===== config.mk =====
export PLATFORM = sky130hd
export DESIGN_NAME = ra_cfg_ctl
export DESIGN_NICKNAME = d
export VERILOG_FILES = /design/src/rtl/ra_cfg_ctl_pkg.sv /design/src/rtl/ra_cfg_arb.sv /design/src/rtl/ra_cfg_ctl.sv
export SDC_FILE = /design/constraint.sdc
export NUM_CORES = 1
export LEC_CHECK = 0
export BUFFER_PORTS_ARGS = -buffer_cell sky130_fd_sc_hd__buf_2
export CORE_MARGIN = 8
export CORE_UTILIZATION = 49
export CTS_CLUSTER_DIAMETER = 200
export DETAILED_ROUTE_END_ITERATION = 7
export PLACE_DENSITY_LB_ADDON = 0.25
export SYNTH_ARGS = -nofsm -noshare
export SYNTH_HDL_FRONTEND = slang
export SYNTH_HIERARCHICAL = 1
export SYNTH_SLANG_ARGS = --single-unit

===== constraint.sdc =====
create_clock -name clk -period 2.5 [get_ports clk]
set_input_delay 0.125 -clock clk [delete_from_list [all_inputs] [get_ports clk]]
set_output_delay 0.125 -clock clk [all_outputs]
set_load 0.01 [all_outputs]

===== src/rtl/ra_cfg_ctl_pkg.sv =====
// RA config write controller: shared state type and round-robin helper.
// Falls back to a 16-bit config word when the DDR width macro is absent.
`ifndef LCBDDR_CONFIGWIDTH
`define LCBDDR_CONFIGWIDTH 16
`endif

package ra_cfg_ctl_pkg;

    localparam int CFG_WIDTH = `LCBDDR_CONFIGWIDTH;

    typedef enum logic [1:0] {
        ST_IDLE,
        ST_INIT,
        ST_WRITE,
        ST_SETTLE
    } cfg_state_t;

    // {b_ok, a_ok}: a requester never sees its own valid
    function automatic logic [1:0] rr_rdy(
        input logic a_val,
        input logic b_val,
        input logic last_b
    );
        return {!a_val || !last_b, !b_val || last_b};
    endfunction

endpackage


===== src/rtl/ra_cfg_arb.sv =====
// Two-way round-robin arbiter for the config write controller.
// Holds the last-grant flop; B is "last" out of reset so A wins first.
module ra_cfg_arb
    import ra_cfg_ctl_pkg::*;
(
    input  logic clk,
    input  logic reset,
    input  logic en,
    input  logic a_val,
    input  logic b_val,
    output logic a_rdy,
    output logic b_rdy,
    output logic a_hs,
    output logic b_hs
);

    logic       last_b;
    logic [1:0] pre;

    assign pre   = rr_rdy(a_val, b_val, last_b);
    assign a_rdy = en && pre[0];
    assign b_rdy = en && pre[1];
    assign a_hs  = a_val && a_rdy;
    assign b_hs  = b_val && b_rdy;

    always_ff @(posedge clk or negedge reset) begin
        if (!reset) begin
            last_b <= 1'b1;
        end else if (a_hs) begin
            last_b <= 1'b0;
        end else if (b_hs) begin
            last_b <= 1'b1;
        end
    end

endmodule


===== src/rtl/ra_cfg_ctl.sv =====
// Config write controller: arbitrates two requesters onto a register
// strobe bus and runs an init sweep, with settle time after every write.
module ra_cfg_ctl
    import ra_cfg_ctl_pkg::*;
#(
    parameter int              NREGS   = 4,
    parameter int              ADRW    = 2,
    parameter int              CFGW    = CFG_WIDTH,
    parameter int              SETTLE  = 3,
    parameter logic [CFGW-1:0] INITVAL = '0
) (
    input  logic             clk,
    input  logic             reset,
    input  logic             init_start,
    input  logic             a_val,
    output logic             a_rdy,
    input  logic [ADRW-1:0]  a_adr,
    input  logic [CFGW-1:0]  a_dat,
    input  logic             b_val,
    output logic             b_rdy,
    input  logic [ADRW-1:0]  b_adr,
    input  logic [CFGW-1:0]  b_dat,
    output logic [NREGS-1:0] cfg_wr,
    output logic [CFGW-1:0]  cfg_dat,
    output logic             busy,
    output logic             done
);

    localparam logic [3:0] SLAST =
        (SETTLE > 0) ? 4'(SETTLE - 1) : 4'd0;
    localparam logic [3:0] LAST_IDX = 4'(NREGS - 1);

    cfg_state_t state;
    logic [3:0] cnt;
    logic [3:0] idx;
    logic       sweep;
    logic       en;
    logic       a_hs;
    logic       b_hs;
    logic       fin;
    logic       more;

    // Out-of-range targets decode to an all-zero strobe
    function automatic logic [NREGS-1:0] sel(input int k);
        logic [NREGS-1:0] s;
        s = '0;
        for (int i = 0; i < NREGS; i++) begin
            s[i] = (k == i);
        end
        return s;
    endfunction

    assign en   = (state == ST_IDLE) && !init_start;
    assign busy = (state != ST_IDLE);
    assign fin  = (SETTLE == 0) ||
                  ((state == ST_SETTLE) && (cnt == SLAST));
    assign more = sweep && (idx != LAST_IDX);

    ra_cfg_arb u_arb (
        .clk   (clk),
        .reset (reset),
        .en    (en),
        .a_val (a_val),
        .b_val (b_val),
        .a_rdy (a_rdy),
        .b_rdy (b_rdy),
        .a_hs  (a_hs),
        .b_hs  (b_hs)
    );

    always_ff @(posedge clk or negedge reset) begin
        if (!reset) begin
            state   <= ST_IDLE;
            cfg_wr  <= '0;
            cfg_dat <= '0;
            done    <= 1'b0;
            cnt     <= '0;
            idx     <= '0;
            sweep   <= 1'b0;
        end else begin
            done   <= 1'b0;
            cfg_wr <= '0;
            unique case (state)
                ST_IDLE: begin
                    if (init_start) begin
                        state   <= ST_INIT;
                        sweep   <= 1'b1;
                        idx     <= '0;
                        cfg_wr  <= sel(0);
                        cfg_dat <= INITVAL;
                    end else if (a_hs) begin
                        state  <= ST_WRITE;
                        cfg_wr <= sel(int'(a_adr));
                        if (int'(a_adr) < NREGS) begin
                            cfg_dat <= a_dat;
                        end
                    end else if (b_hs) begin
                        state  <= ST_WRITE;
                        cfg_wr <= sel(int'(b_adr));
                        if (int'(b_adr) < NREGS) begin
                            cfg_dat <= b_dat;
                        end
                    end
                end
                default: begin
                    if (!fin) begin
                        state <= ST_SETTLE;
                        cnt   <= (state == ST_SETTLE) ?
                                 cnt + 4'd1 : 4'd0;
                    end else if (more) begin
                        state   <= ST_INIT;
                        cnt     <= '0;
                        idx     <= idx + 4'd1;
                        cfg_wr  <= sel(int'(idx) + 1);
                        cfg_dat <= INITVAL;
                    end else begin
                        state <= ST_IDLE;
                        cnt   <= '0;
                        sweep <= 1'b0;
                        done  <= sweep;
                    end
                end
            endcase
        end
    end

endmodule


Yosys cells after proc, flatten, opt, wreduce, memory -nomap -nowiden --
Index checks and enable logic that the tools add are counted. Widths: inputs -> output; s select.
Cells by class: add/sub/neg operators 3, $mul 0, divide/modulo/power cells 0, order comparisons 0, eq/ne operators 15, shift operators 0, muxes and demuxes 33, bitwise gates (word level) 0, reductions and logical operators 24
Operators with widths (number):
- $mux 16 | 6
- $mux 4 | 12
- $logic_not 32->1 | 1
- $eq 2x2->1 const B | 5
- $eq 5x2->1 const B | 2
- $mux 1 | 10
- $mux 2 | 5
- $reduce_and 3->1 | 3
- $add 4x1->4 const B | 2
- $reduce_bool 2->1 | 4
- $logic_and 1x1->1 | 7
- $logic_not 2->1 | 3
- $add 4x1->5 const B | 1
- $eq 5x1->1 const B | 1
- $eq 2x1->1 const B | 2
- $eq 4x2->1 const B | 1
- $logic_not 1->1 | 4
- $ne 4x2->1 const B | 1
- $ne 4x4->1 const B | 1
- $logic_or 1x1->1 | 2
- $ne 2x1->1 const B | 1
- $ne 2x2->1 const B | 1
Word-level totals: flip-flop bits (word level) 33, bits in latches 0, memory bits (writable) 0, bits in read-only memories 0, memories 0

Longest topological paths before layout --
Gate-level depths: netlist (run 1).
depth in word-level cells 8, gate-level depth with buffers 9, mapped depth without buffers 9

Modules after synthesis --
Netlist (run 1), hierarchy kept.
Modules (own cells, without submodules):
- ra_cfg_ctl | times used 1, cells an instance 147, area each 1685.4 um^2
- ra_cfg_arb | times used 1, cells an instance 9, area each 78.8 um^2

Worst setup path after synthesis (run 1) --
OpenSTA, ideal clock, no wires.
path type flip-flop to flip-flop, start point register state[1], end point register cfg_dat[11], setup time 0.133 ns, arrival 1.970 ns, data required time 2.367 ns, slack 0.397 ns, cell stages (with the launch flop) 9, buffers on the path 2, cells stage by stage dfrtp_1 nor2_4 inv_1 nor2_4 and3_1 buf_2 clkbuf_1 mux2i_1 o2bb2ai_2
On the way: word-level cells in the longest chain between the ends 7, elaborated cells between the ends (all ways) 15, those cells by class 2 x eq/ne; 3 x mux; 10 x reduce/logical
Ends and longest elaborated chain:
- start, declared | line ra_cfg_ctl.sv:33 | cfg_state_t state;
- start signal, assigned | line ra_cfg_ctl.sv:73 | state <= ST_IDLE;
- start signal, assigned | line ra_cfg_ctl.sv:86 | state <= ST_INIT;
- start signal, assigned | line ra_cfg_ctl.sv:92 | state <= ST_WRITE;
- $logic_not 2->1 (*) | line ra_cfg_ctl.sv:53 | assign en = (state == ST_IDLE) && !init_start;
- $logic_and 1x1->1 (*) | line ra_cfg_ctl.sv:53
- net en | line ra_cfg_ctl.sv:37 | logic en;
- $logic_and 1x1->1 (*) | line ra_cfg_arb.sv:21 | assign a_rdy = en && pre[0];
- $logic_and 1x1->1 (*) | line ra_cfg_arb.sv:23 | assign a_hs = a_val && a_rdy;
- net a_hs | line ra_cfg_ctl.sv:38 | logic a_hs;
- $mux 16 | line ra_cfg_ctl.sv:91 | end else if (a_hs) begin
- $mux 16 | line ra_cfg_ctl.sv:85 | if (init_start) begin
- $mux 16 | line ra_cfg_ctl.sv:83 | unique case (state)
- end signal, assigned | line ra_cfg_ctl.sv:95 | cfg_dat <= a_dat;
- end signal, assigned | line ra_cfg_ctl.sv:101 | cfg_dat <= b_dat;
- end, declared | line ra_cfg_ctl.sv:24 | output logic [CFGW-1:0] cfg_dat,
The timed path passes the listed nets; every way through them passes the cells marked *. A chain may end at the register's enable or synchronous reset.

Final worst setup path (run 1) --
start point register state[1], end point register cfg_dat[9]
On the way: elaborated cells between the ends (all ways) 15, those cells by class 2 x eq/ne; 3 x mux; 10 x reduce/logical
RTL lines:
- $logic_not 2->1 | line ra_cfg_ctl.sv:53
- $logic_and 1x1->1 | line ra_cfg_ctl.sv:53
- net en | line ra_cfg_ctl.sv:37
- $logic_and 1x1->1 | line ra_cfg_arb.sv:22 | assign b_rdy = en && pre[1];
- $logic_and 1x1->1 | line ra_cfg_arb.sv:24 | assign b_hs = b_val && b_rdy;
- net b_hs | line ra_cfg_ctl.sv:39 | logic b_hs;
- $ne 4x4->1 (no line)
- $reduce_and 3->1 (no line)
The timed path passes the listed nets, and every way through them passes these cells.

==> results of run 1 <==
==> timing repair <==
item,in CTS,in global routing
hold buffers,1,0
resized for setup,0,1
setup endpoints to repair,0,4
endpoints found under the hold margin,32,0
==> per-stage QoR <==
stage | utilization (%) | worst slack (ns) | cells | total power, uW
2_1_floorplan | - | 0.397 | 156 | 1060
3_3_place_gp | 59.7 | 0.336 | 264 | 1170
3_5_place_dp | 59.7 | 0.191 | 264 | 1200
4_1_cts | 61.5 | 0.159 | 272 | 1510
5_1_grt | 61.6 | 0.158 | 272 | 1590
6_report | 61.6 | 0.296 | 272 | 1500
==> metal layers <==
layer  global-route usage (%)  vias up
li1                         -      716
met1                     16.3      717
met2                     26.2       68
met3                     5.31       14
met4                     6.08        0
met5                        0        -
==> critical path, delay by kind of cell (launching register included) <==
family / cells / cell delay, ns
AND/OR/NAND/NOR: 4 / 0.81
AO/OA/AOI/OAI: 3 / 0.68
flip-flops: 1 / 0.41
buffers and inverters: 1 / 0.15
==> cell families after synthesis <==
family                   count (synthesis)
buffers and inverters                   12
AND/OR/NAND/NOR                         47
flip-flops                              33
AO/OA/AOI/OAI                           41
adder cells (fa/ha/maj)                  7
multiplexers                            16
==> worst max-delay path by stage <==
stage | end | cells past startpoint
finish | cfg_dat[9]$_DFFE_PN0P_ | 8
global route | cfg_dat[8]$_DFFE_PN0P_ | 7
CTS | cfg_dat[10]$_DFFE_PN0P_ | 7
detailed placement | cfg_dat[10]$_DFFE_PN0P_ | 7
global placement | cfg_dat[11]$_DFFE_PN0P_ | 7
floorplan | cfg_dat[11]$_DFFE_PN0P_ | 8
==> layout by cell type, fill, tap and decap left out, types with 2 or more instances in the layout <==
cell type | Yosys | routed
nand2_1 | 10 | 10
nand3_1 | 9 | 9
nand3b_1 | 2 | 2
and2_1 | 3 | 3
buf_2 | 2 | 64
inv_1 | 7 | 7
ha_1 | 7 | 7
nor2_1 | 5 | 5
a21oi_1 | 2 | 2
dfrtp_1 | 32 | 32
nor2_4 | 2 | 2
and3_1 | 2 | 2
clkbuf_4 | 0 | 5
o2bb2ai_1 | 17 | 17
a22o_1 | 3 | 3
nor3b_1 | 2 | 2
mux2i_1 | 16 | 16
o21ai_0 | 8 | 8
==> flip-flops by register name, summed over array words and instances (netlist names) <==
signal,count
done,1
cfg_dat,16
u_arb/last_b,1
state,2
idx,4
cnt,4
sweep,1
cfg_wr,4
==> power breakdown <==
part           leakage [uW]  internal [uW]  switching (uW)
combinational      0.000569            214             272
sequential         0.000432            611            92.9
clock             0.0000314            133             172
==> final cells by class <==
type                    instances  share of cell area, %
clock buffers                   7                   2.52
inverters                       7                   1.20
multi-input cells             111                   40.3
flip-flops and latches         33                   37.8
well taps                      48                   2.74
repair buffers                 66                   15.4
==> results.ini, run 1 <==
[drt]
viasPerCell = 5.57
postRouteAntennaNets = 0
met3_length_um = 381
num_vias = 1515
wl_met2_um = 2110
first_pass_iters = 4
routedWlPerCell_um = 16.0
drc = 0
drt_iter0_markers = 69
routed_wl_um = 4350
wl_met1_um = 1760
top_layer_used = met4

[floorplan]
die_w_um = 76.0
io_pins = 65
start_util_pct = 49.7
rows = 22
core_area_sq_mm = 0.00355
dieArea_sq_mm = 0.00578
die_y_um = 76.0

[synthesis]
synthesis.nets = 204
synth_top_area_cell = dfrtp_1
synth.area.mux_share_pct = 9.08
seq_area_frac_synth_pct = 46.9
syn-instance-count = 156
synth_common_cells = dfrtp_1 (32), o2bb2ai_1 (17), mux2i_1 (16)
synth_area_leaders = dfrtp_1 (45%), mux2i_1 (9.1%), o2bb2ai_1 (8.4%)
synth-simple-area-share_pct = 17.0
yosysUniqueCellTypes = 44
syn_area_per_cell_sq_um = 11.3
syn-cell-area_sq_mm = 0.00176
synth_top_family_by_area = compound AO/OA/AOI/OAI gates
synth_compound_area_share_pct = 18.8
synthArstFlopShare_pct = 100
synth_edf_count = 0
synthFlopType = dfrtp_1
synth_top_cell_area_share_pct = 45.4
ys_seq_elements = 33
synth_most_common_cell = dfrtp_1
synth-xor-area-share_pct = 0
yosys_warnings = 6
synth-adder-area-share_pct = 4.96

[placement]
placement.cell_area_sq_mm = 0.00212
gp_congestion = 0.795
port_buffers = 64
hpwl_um = 3320

[worst_setup_path]
cp_slowest_stage_delay_ns = 0.41
ff2ff_setup_slack_ns = 0.30
required_ns = 2.69
path_cells = nor2_4 > inv_1 > nor2_4 > a21boi_2 > and2_1 > nor2_1 > a22o_4 > o2bb2ai_1
path_common_cell = nor2_4
worstSetupStartpoint = state[1]$_DFFE_PN0P_
rr_worst_depth = 8
path_class = reg -> reg
critPathLaunchType = flip-flop
cp_max_fo = 16
slowest_stage = dfrtp_1
endpoint_kind = flip-flop
r2r_start = state[1]$_DFFE_PN0P_
reg2reg_to = cfg_dat[9]$_DFFE_PN0P_
arrival_ns = 2.39

[worst_hold_path]
min_path_type = in -> reg
hold_end = u_arb/last_b$_DFFE_PN1P_
hp-start = a_val
holdPathStages = 3

[timing]
timing.setup.tns_ns = 0
relSlewSlack_pct = 50.8
fin_skew_ns = 0.0105
rsz0062_at_grt = false
tightestPinTransition_ns = 0.739
holdWs_ns = 0.0638
period_share_pct = 88.2
setup_viol = 0
hold_viol = 0
min_period_ns = 2.20
drv_slew = 0
max_clock_freq_mhz = 454

[cells_and_area]
seq_area_sq_um = 827
syn_to_final_growth_pct = 24.0
fill_cells = 299
final_area_sq_mm = 0.00219
final_net_count = 272
num_antenna_cells = 0
multi_input_area_sq_um = 882
drive_gt1_share_pct = 38.8

[cts]
clk_pin_slew_ns = 0.10
ctsLongestPathBuffers = 2
cts_buffers = 5
cts_sinks = 33
cts_htree_levels = 2
postCtsSetupBuffers = 0
cts_tree = built
cts_root_buf = clkbuf_4
clock_latency_ns = 0.33

[power_and_ir_drop]
p_leak_uw = 0.00103
powerDensity_mw_per_mm2 = 683
ir_drop_uv = 411

[status]
status = complete, no violations

[run]
drv_cap = 0

[grt]
track_usage_pct = 15.1
grt_max_degree = 34
grt_overflow = 0
grt_pass1_wl_um = 7310
antenna_found_initial = 0
grt_pass1_vias = 1570

No activity file was read; power rests on OpenSTA's default activity.
==> run 2, diff against run 1 <==
RECOVER_POWER = 50   (was default)
==> results.ini, run 2 (synthesis results as in run 1) <==
[power_and_ir_drop]
sw_frac_of_total_pct = 36.0  ; +0.067 points
power_frac_seq_pct = 47.2  ; about the same
pwr-share-clk_pct = 20.4  ; about the same
total_power_uw = 1490  ; -0.14%
switchingPower_uw = 537  ; about the same
ir_drop_uv = 409  ; -0.48%
p_int_uw = 956  ; -0.25%
p_leak_uw = 0.000937  ; -9.2%
powerDensity_mw_per_mm2 = 691  ; +1.1%
power.share.combinational_pct = 32.4  ; about the same

[cts]
cts_sinks = 33  ; unchanged
clock_latency_ns = 0.33  ; about the same
clk_pin_slew_ns = 0.10  ; about the same
cts_root_buf = clkbuf_4
cts_buffers = 5  ; unchanged
cts_tree = built
cts_htree_levels = 2  ; unchanged
ctsLongestPathBuffers = 2  ; unchanged

[cells_and_area]
largest_reg_flops = 16  ; unchanged
final_area_sq_mm = 0.00216  ; -1.3%
fill_cells = 317  ; +6.0%
syn_to_final_growth_pct = 22.5
final_common_cell = buf_2
num_antenna_cells = 0  ; unchanged
seq_area_sq_um = 827  ; unchanged
final_cell_mix = buf_2 (42), dfrtp_1 (32), clkbuf_1 (23), o2bb2ai_1 (17), mux2i_1 (16)
regMostFlops = cfg_dat
drive_gt1_share_pct = 29.0  ; -9.8 points
multi_input_area_sq_um = 882  ; unchanged
final_net_count = 272  ; unchanged

[timing]
hold_viol = 0  ; unchanged
min_period_ns = 2.17  ; -0.0314 ns
rsz0062_at_grt = false
timing.setup.tns_ns = 0  ; unchanged
max_clock_freq_mhz = 460  ; +1.4%
setup_viol = 0  ; unchanged
setup_slack_ns = 0.327  ; +0.0314 ns
tightestPinTransition_ns = 1.78  ; +1.04 ns
drv_slew = 34  ; +34
fin_skew_ns = 0.0104  ; -0.0000843 ns
relSlewSlack_pct = -18.8  ; -70 points
period_share_pct = 86.9  ; -1.3 points

[worst_hold_path]
hp-start = a_val
hold_end = u_arb/last_b$_DFFE_PN1P_
holdPathStages = 3  ; unchanged
min_path_type = in -> reg

[worst_setup_path]
ff2ff_setup_slack_ns = 0.33  ; +0.03 ns
rr_worst_depth = 8  ; unchanged
arrival_ns = 2.36  ; -0.03 ns
reg2reg_to = cfg_dat[9]$_DFFE_PN0P_
endpoint_kind = flip-flop
r2r_start = state[1]$_DFFE_PN0P_
cp_max_fo = 16  ; unchanged
critPathLaunchType = flip-flop
path_class = reg -> reg
required_ns = 2.69  ; about the same

[grt]
use_met3_pct = 5.31  ; unchanged
grt_use_met1_pct = 16.3  ; unchanged
grt_max_degree = 34  ; unchanged
busiest_layer = met2
track_usage_pct = 15.1  ; unchanged
grt_pass1_vias = 1570  ; unchanged
grt_overflow = 0  ; unchanged
globalRouteMet2Util_pct = 26.2  ; unchanged
antenna_found_initial = 0  ; unchanged
grt_pass1_wl_um = 7310  ; unchanged

[drt]
drt_iter0_markers = 80  ; +16%
postRouteAntennaNets = 0  ; unchanged
first_pass_iters = 4  ; unchanged
routedWlPerCell_um = 16.0  ; -0.23%
routed_wl_um = 4340  ; -0.23%
num_vias = 1516  ; +0.066%
drc = 0  ; unchanged
viasPerCell = 5.57  ; about the same

[floorplan]
core_area_sq_mm = 0.00355  ; unchanged
io_pins = 65  ; unchanged
rows = 22  ; unchanged
die_w_um = 76.0  ; unchanged
start_util_pct = 49.7  ; unchanged
dieArea_sq_mm = 0.00578  ; unchanged
die_y_um = 76.0  ; unchanged

[placement]
placement.cell_area_sq_mm = 0.00212  ; unchanged
port_buffers = 64  ; unchanged
dp_slack_ns = 0.191  ; unchanged
gp_congestion = 0.795  ; unchanged
hpwl_um = 3320  ; unchanged

[run]
drv_cap = 1  ; +1

[status]
violations = capacitance limit, slew limit
status = finished, violations left

==> run 2: worst max path at each step <==
stage                                    start  cells after the start  slack, ns                       to
after floorplan           state[1]$_DFFE_PN0P_                      8       0.40  cfg_dat[11]$_DFFE_PN0P_
after global placement    state[1]$_DFFE_PN0P_                      7       0.34  cfg_dat[11]$_DFFE_PN0P_
after detailed placement  state[0]$_DFFE_PN0P_                      7       0.19  cfg_dat[10]$_DFFE_PN0P_
after CTS                 state[0]$_DFFE_PN0P_                      7       0.16  cfg_dat[10]$_DFFE_PN0P_
after global routing      state[1]$_DFFE_PN0P_                      7       0.16   cfg_dat[8]$_DFFE_PN0P_
final                     state[1]$_DFFE_PN0P_                      8       0.33   cfg_dat[9]$_DFFE_PN0P_
==> run 2: final cells by class <==
class                   count  share of cell area [%]
inverters                   7                    1.22
clock buffers               7                    2.55
well taps                  48                    2.78
flip-flops and latches     33                    38.3
multi-input cells         111                    40.8
repair buffers             66                    14.4
==> run 2: worst max-delay path, cell delays in order (launching register included) <==
cell and delay, ns:
dfrtp_1 0.41, nor2_4 0.18, inv_1 0.15, nor2_4 0.25
a21boi_2 0.22, and2_1 0.25, nor2_1 0.11, a22o_4 0.31
o2bb2ai_1 0.15
==> run 2: through the flow <==
| stage | std cells | util (%) | hold WS, ns |
|---|---|---|---|
| final | 272 | 60.9 | 0.0640 |
| after global routing | 272 | 60.9 | 0.0691 |
| after CTS | 272 | 61.5 | 0.0530 |
| after detailed placement | 264 | 59.7 | 0.223 |
| after global placement | 264 | 59.7 | 0.216 |
| after floorplan | 156 | - | -0.171 |
==> run 2: power by group through the flow <==
| stage | Combinational, uW | Sequential (uW) | Clock, uW |
|---|---|---|---|
| after global routing | 545 | 718 | 329 |
| final | 484 | 705 | 305 |
| after global placement | 463 | 709 | 0 |
| after detailed placement | 484 | 715 | 0 |
| after floorplan | 360 | 701 | 0 |
| after CTS | 489 | 704 | 313 |
==> run 2: layer usage <==
layer / up-vias / part of all wire, %
met4: 0 / 1.8
li1: 720 / -
met3: 12 / 8.2
met1: 722 / 41
met5: - / 0
met2: 62 / 49
==> run 2: timing repair <==
item / CTS / global route
setup endpoints to repair: 0 / 4
buffers inserted: 0 / 0
gates resized for setup: 0 / 1
hold buffers: 1 / 0
hold endpoints to repair: 32 / 0
==> run 3, diff against run 2 <==
ABC_AREA = 1   (was default)
CORE_UTILIZATION = 51   (was 49)
==> results.ini, run 3 <==
[power_and_ir_drop]
sw_frac_of_total_pct = 41.7  ; +5.7 points
power_frac_seq_pct = 43.6  ; -3.6 points
pwr-share-clk_pct = 19.1  ; -1.3 points
powerDensity_mw_per_mm2 = 790  ; +14%
p_int_uw = 1150  ; +20%
switchingPower_uw = 821  ; +53%
ir_drop_uv = 322  ; -21%
power.share.combinational_pct = 37.3  ; +4.9 points
p_leak_uw = 0.00148  ; +58%

[cells_and_area]
final_net_count = 416  ; +53%
final_common_cell = nand2_1
drive_gt1_share_pct = 17.1  ; -12 points
syn_to_final_growth_pct = 19.7
largest_reg_flops = 16  ; unchanged
num_antenna_cells = 0  ; unchanged
final_cell_mix = nand2_1 (112), inv_1 (53), buf_2 (42), dfrtp_1 (32), nor2_1 (27)
final_area_sq_mm = 0.00249  ; +15%
regMostFlops = cfg_dat

[grt]
grt_overflow = 0  ; unchanged
grt_pass1_wl_um = 8850  ; +21%
grt_pass1_vias = 2080  ; +32%
track_usage_pct = 16.8  ; +1.7 points
antenna_found_initial = 0  ; unchanged
grt_max_degree = 34  ; unchanged

[cts]
cts_resized = 0  ; unchanged
cts_buffers = 5  ; unchanged
cts_root_buf = clkbuf_8
clock_latency_ns = 0.27  ; -0.06 ns
cts_htree_levels = 2  ; unchanged
cts_tree = built
postCtsSetupBuffers = 0  ; unchanged
cts_sinks = 33  ; unchanged
ctsHoldBuffers = 1  ; unchanged
clk_pin_slew_ns = 0.06  ; -0.04 ns
ctsLongestPathBuffers = 2  ; unchanged

[drt]
drc = 0  ; unchanged
viasPerCell = 4.77  ; -14%
num_vias = 1999  ; +32%
routed_wl_um = 4930  ; +14%
first_pass_iters = 4  ; unchanged
postRouteAntennaNets = 0  ; unchanged
routedWlPerCell_um = 11.8  ; -26%
drt_iter0_markers = 100  ; +25%

[floorplan]
die_w_um = 79.9  ; +5.1%
io_pins = 65  ; unchanged
rows = 23  ; +4.5%
start_util_pct = 52.5  ; +2.8 points
dieArea_sq_mm = 0.00639  ; +11%
core_area_sq_mm = 0.00397  ; +12%
die_y_um = 79.9  ; +5.1%

[timing]
rsz0062_at_grt = false
fin_skew_ns = 0.00292  ; -0.00751 ns
period_share_pct = 85.6  ; -1.3 points
timing.setup.tns_ns = 0  ; unchanged
max_clock_freq_mhz = 467  ; +1.5%
min_period_ns = 2.14  ; -0.0316 ns
setup_viol = 0  ; unchanged
relSlewSlack_pct = -15.4  ; +3.5 points
tightestPinTransition_ns = 1.73  ; -0.0520 ns
drv_slew = 34  ; unchanged
hold_viol = 0  ; unchanged

[worst_setup_path]
cp_slowest_stage_delay_ns = 0.41  ; about the same
cp_num_buf_inv = 3  ; +2
path_delay_family = simple AND/OR/NAND/NOR gates
ff2ff_setup_slack_ns = 0.36  ; +0.03 ns
path_class = reg -> reg
cp_max_fo = 17  ; +1
critPathLaunchType = flip-flop
path_common_cell = nand2_1
slowest_stage = dfrtp_1
arrival_ns = 2.30  ; -0.06 ns
endpoint_kind = flip-flop
required_ns = 2.66  ; -0.03 ns
path_cells = nor2_4 > nand2_4 > inv_4 > inv_1 > a21oi_2 > nand2_1 > inv_1 > nor2_1 > nand2_4 > nand3_4 > nand2_1 > nand2_1

[synthesis]
synth_edf_count = 0  ; unchanged
synth_top_cell_area_share_pct = 38.4  ; -7.0 points
syn-cell-area_sq_mm = 0.00208  ; +18%
synthFlopType = dfrtp_1
synth_top_area_cell = dfrtp_1
seq_area_frac_synth_pct = 39.7  ; -7.2 points
yosysUniqueCellTypes = 25  ; -43%
synthesis.nets = 352  ; +73%
syn-instance-count = 304  ; +95%
yosys_warnings = 6  ; unchanged
ys_seq_elements = 33  ; unchanged
synth_common_cells = nand2_1 (112), inv_1 (53), dfrtp_1 (32)
synth_area_leaders = dfrtp_1 (38%), nand2_1 (20%), inv_1 (9.5%)
synthArstFlopShare_pct = 100  ; unchanged
synth_most_common_cell = nand2_1
syn_area_per_cell_sq_um = 6.85  ; -39%

[placement]
gp_congestion = 0.800  ; +0.68%
hpwl_um = 3900  ; +17%
placement.cell_area_sq_mm = 0.00243  ; +15%
port_buffers = 64  ; unchanged

[worst_hold_path]
min_path_type = in -> reg

[status]
violations = capacitance limit, slew limit
status = finished, violations left

[run]
drv_cap = 1  ; unchanged

==> run 3: cell count changes after synthesis, moves of 4 or more <==
cell | previous run | this run
mux2i_1 | 16 | 0
nand3_1 | 9 | 13
o21ai_0 | 8 | 13
inv_1 | 7 | 53
nand2_1 | 10 | 112
nor2_1 | 5 | 27
nand4_1 | 1 | 18
o2bb2ai_1 | 17 | 0
==> run 3: final timing paths <==
kind / startpoint / end / cells after the start
hold reg to reg: cfg_dat[4]$_DFFE_PN0P_ / cfg_dat[4]$_DFFE_PN0P_ / 2
setup / recovery: state[1]$_DFFE_PN0P_ / cfg_dat[1]$_DFFE_PN0P_ / 12
max in group asynchronous: reset / cfg_dat[8]$_DFFE_PN0P_ / 2
hold / removal: b_val / u_arb/last_b$_DFFE_PN1P_ / 3
min in group asynchronous: reset / cfg_dat[1]$_DFFE_PN0P_ / 2
setup reg to reg: state[1]$_DFFE_PN0P_ / cfg_dat[1]$_DFFE_PN0P_ / 12
==> run 3: area by class of cell <==
class | instances | area [sq um]
flip-flops and latches | 33 | 827
clock inverters | 2 | 10.0
fillers | 375 | 1480
repair buffers | 66 | 310
inverters | 55 | 209
clock buffers | 6 | 72.6
multi-input cells | 207 | 1000
well taps | 50 | 62.6
==> run 3: kinds of logic (layout without fill, tap and decap cells) <==
| logic type | Yosys count | after routing | synth area share [%] |
|---|---|---|---|
| xor gates and xnor gates | 3 | 3 | 1.26 |
| DFF | 33 | 33 | 39.7 |
| and+or+nand+nor | 180 | 180 | 38.4 |
| AOI/OAI and AO/OA | 17 | 17 | 4.26 |
| buffers and inverters | 64 | 129 | 12.2 |
| adders and majority gates | 7 | 7 | 4.20 |
==> run 3: worst min-delay path, cell delays in order <==
cell,delay (ns)
buf_2,0.11
nand2_1,0.08
nand2_1,0.06
==> run 3: layer usage <==
metal,GRT usage (%),share of wire [%],routed length [um],vias up
met4,5.09,1.1,56,0
met2,28.7,48,2360,58
li1,-,-,-,1053
met5,0,0,0,-
met3,4.05,4.4,218,7
met1,20.1,47,2300,881
==> run 3: per-stage QoR <==
stage | power (uW) | hold WS, ns | utilization [%] | setup slack, ns | cells
finish | 1970 | 0.104 | 62.8 | 0.359 | 419
global route | 2140 | 0.115 | 62.8 | 0.138 | 419
CTS | 2010 | 0.102 | 63.5 | 0.382 | 419
detailed placement | 1630 | 0.223 | 61.2 | 0.385 | 410
global placement | 1600 | 0.221 | 61.2 | 0.474 | 410
floorplan | 1360 | -0.171 | - | 0.661 | 304
==> run 3: power by group through the flow <==
stage                     Combinational [uW]  Sequential (uW)  Clock (uW)
after global routing                     851              884         407
after floorplan                          479              879           0
after detailed placement                 764              865           0
after global placement                   733              865           0
final                                    735              859         376
after CTS                                769              857         384
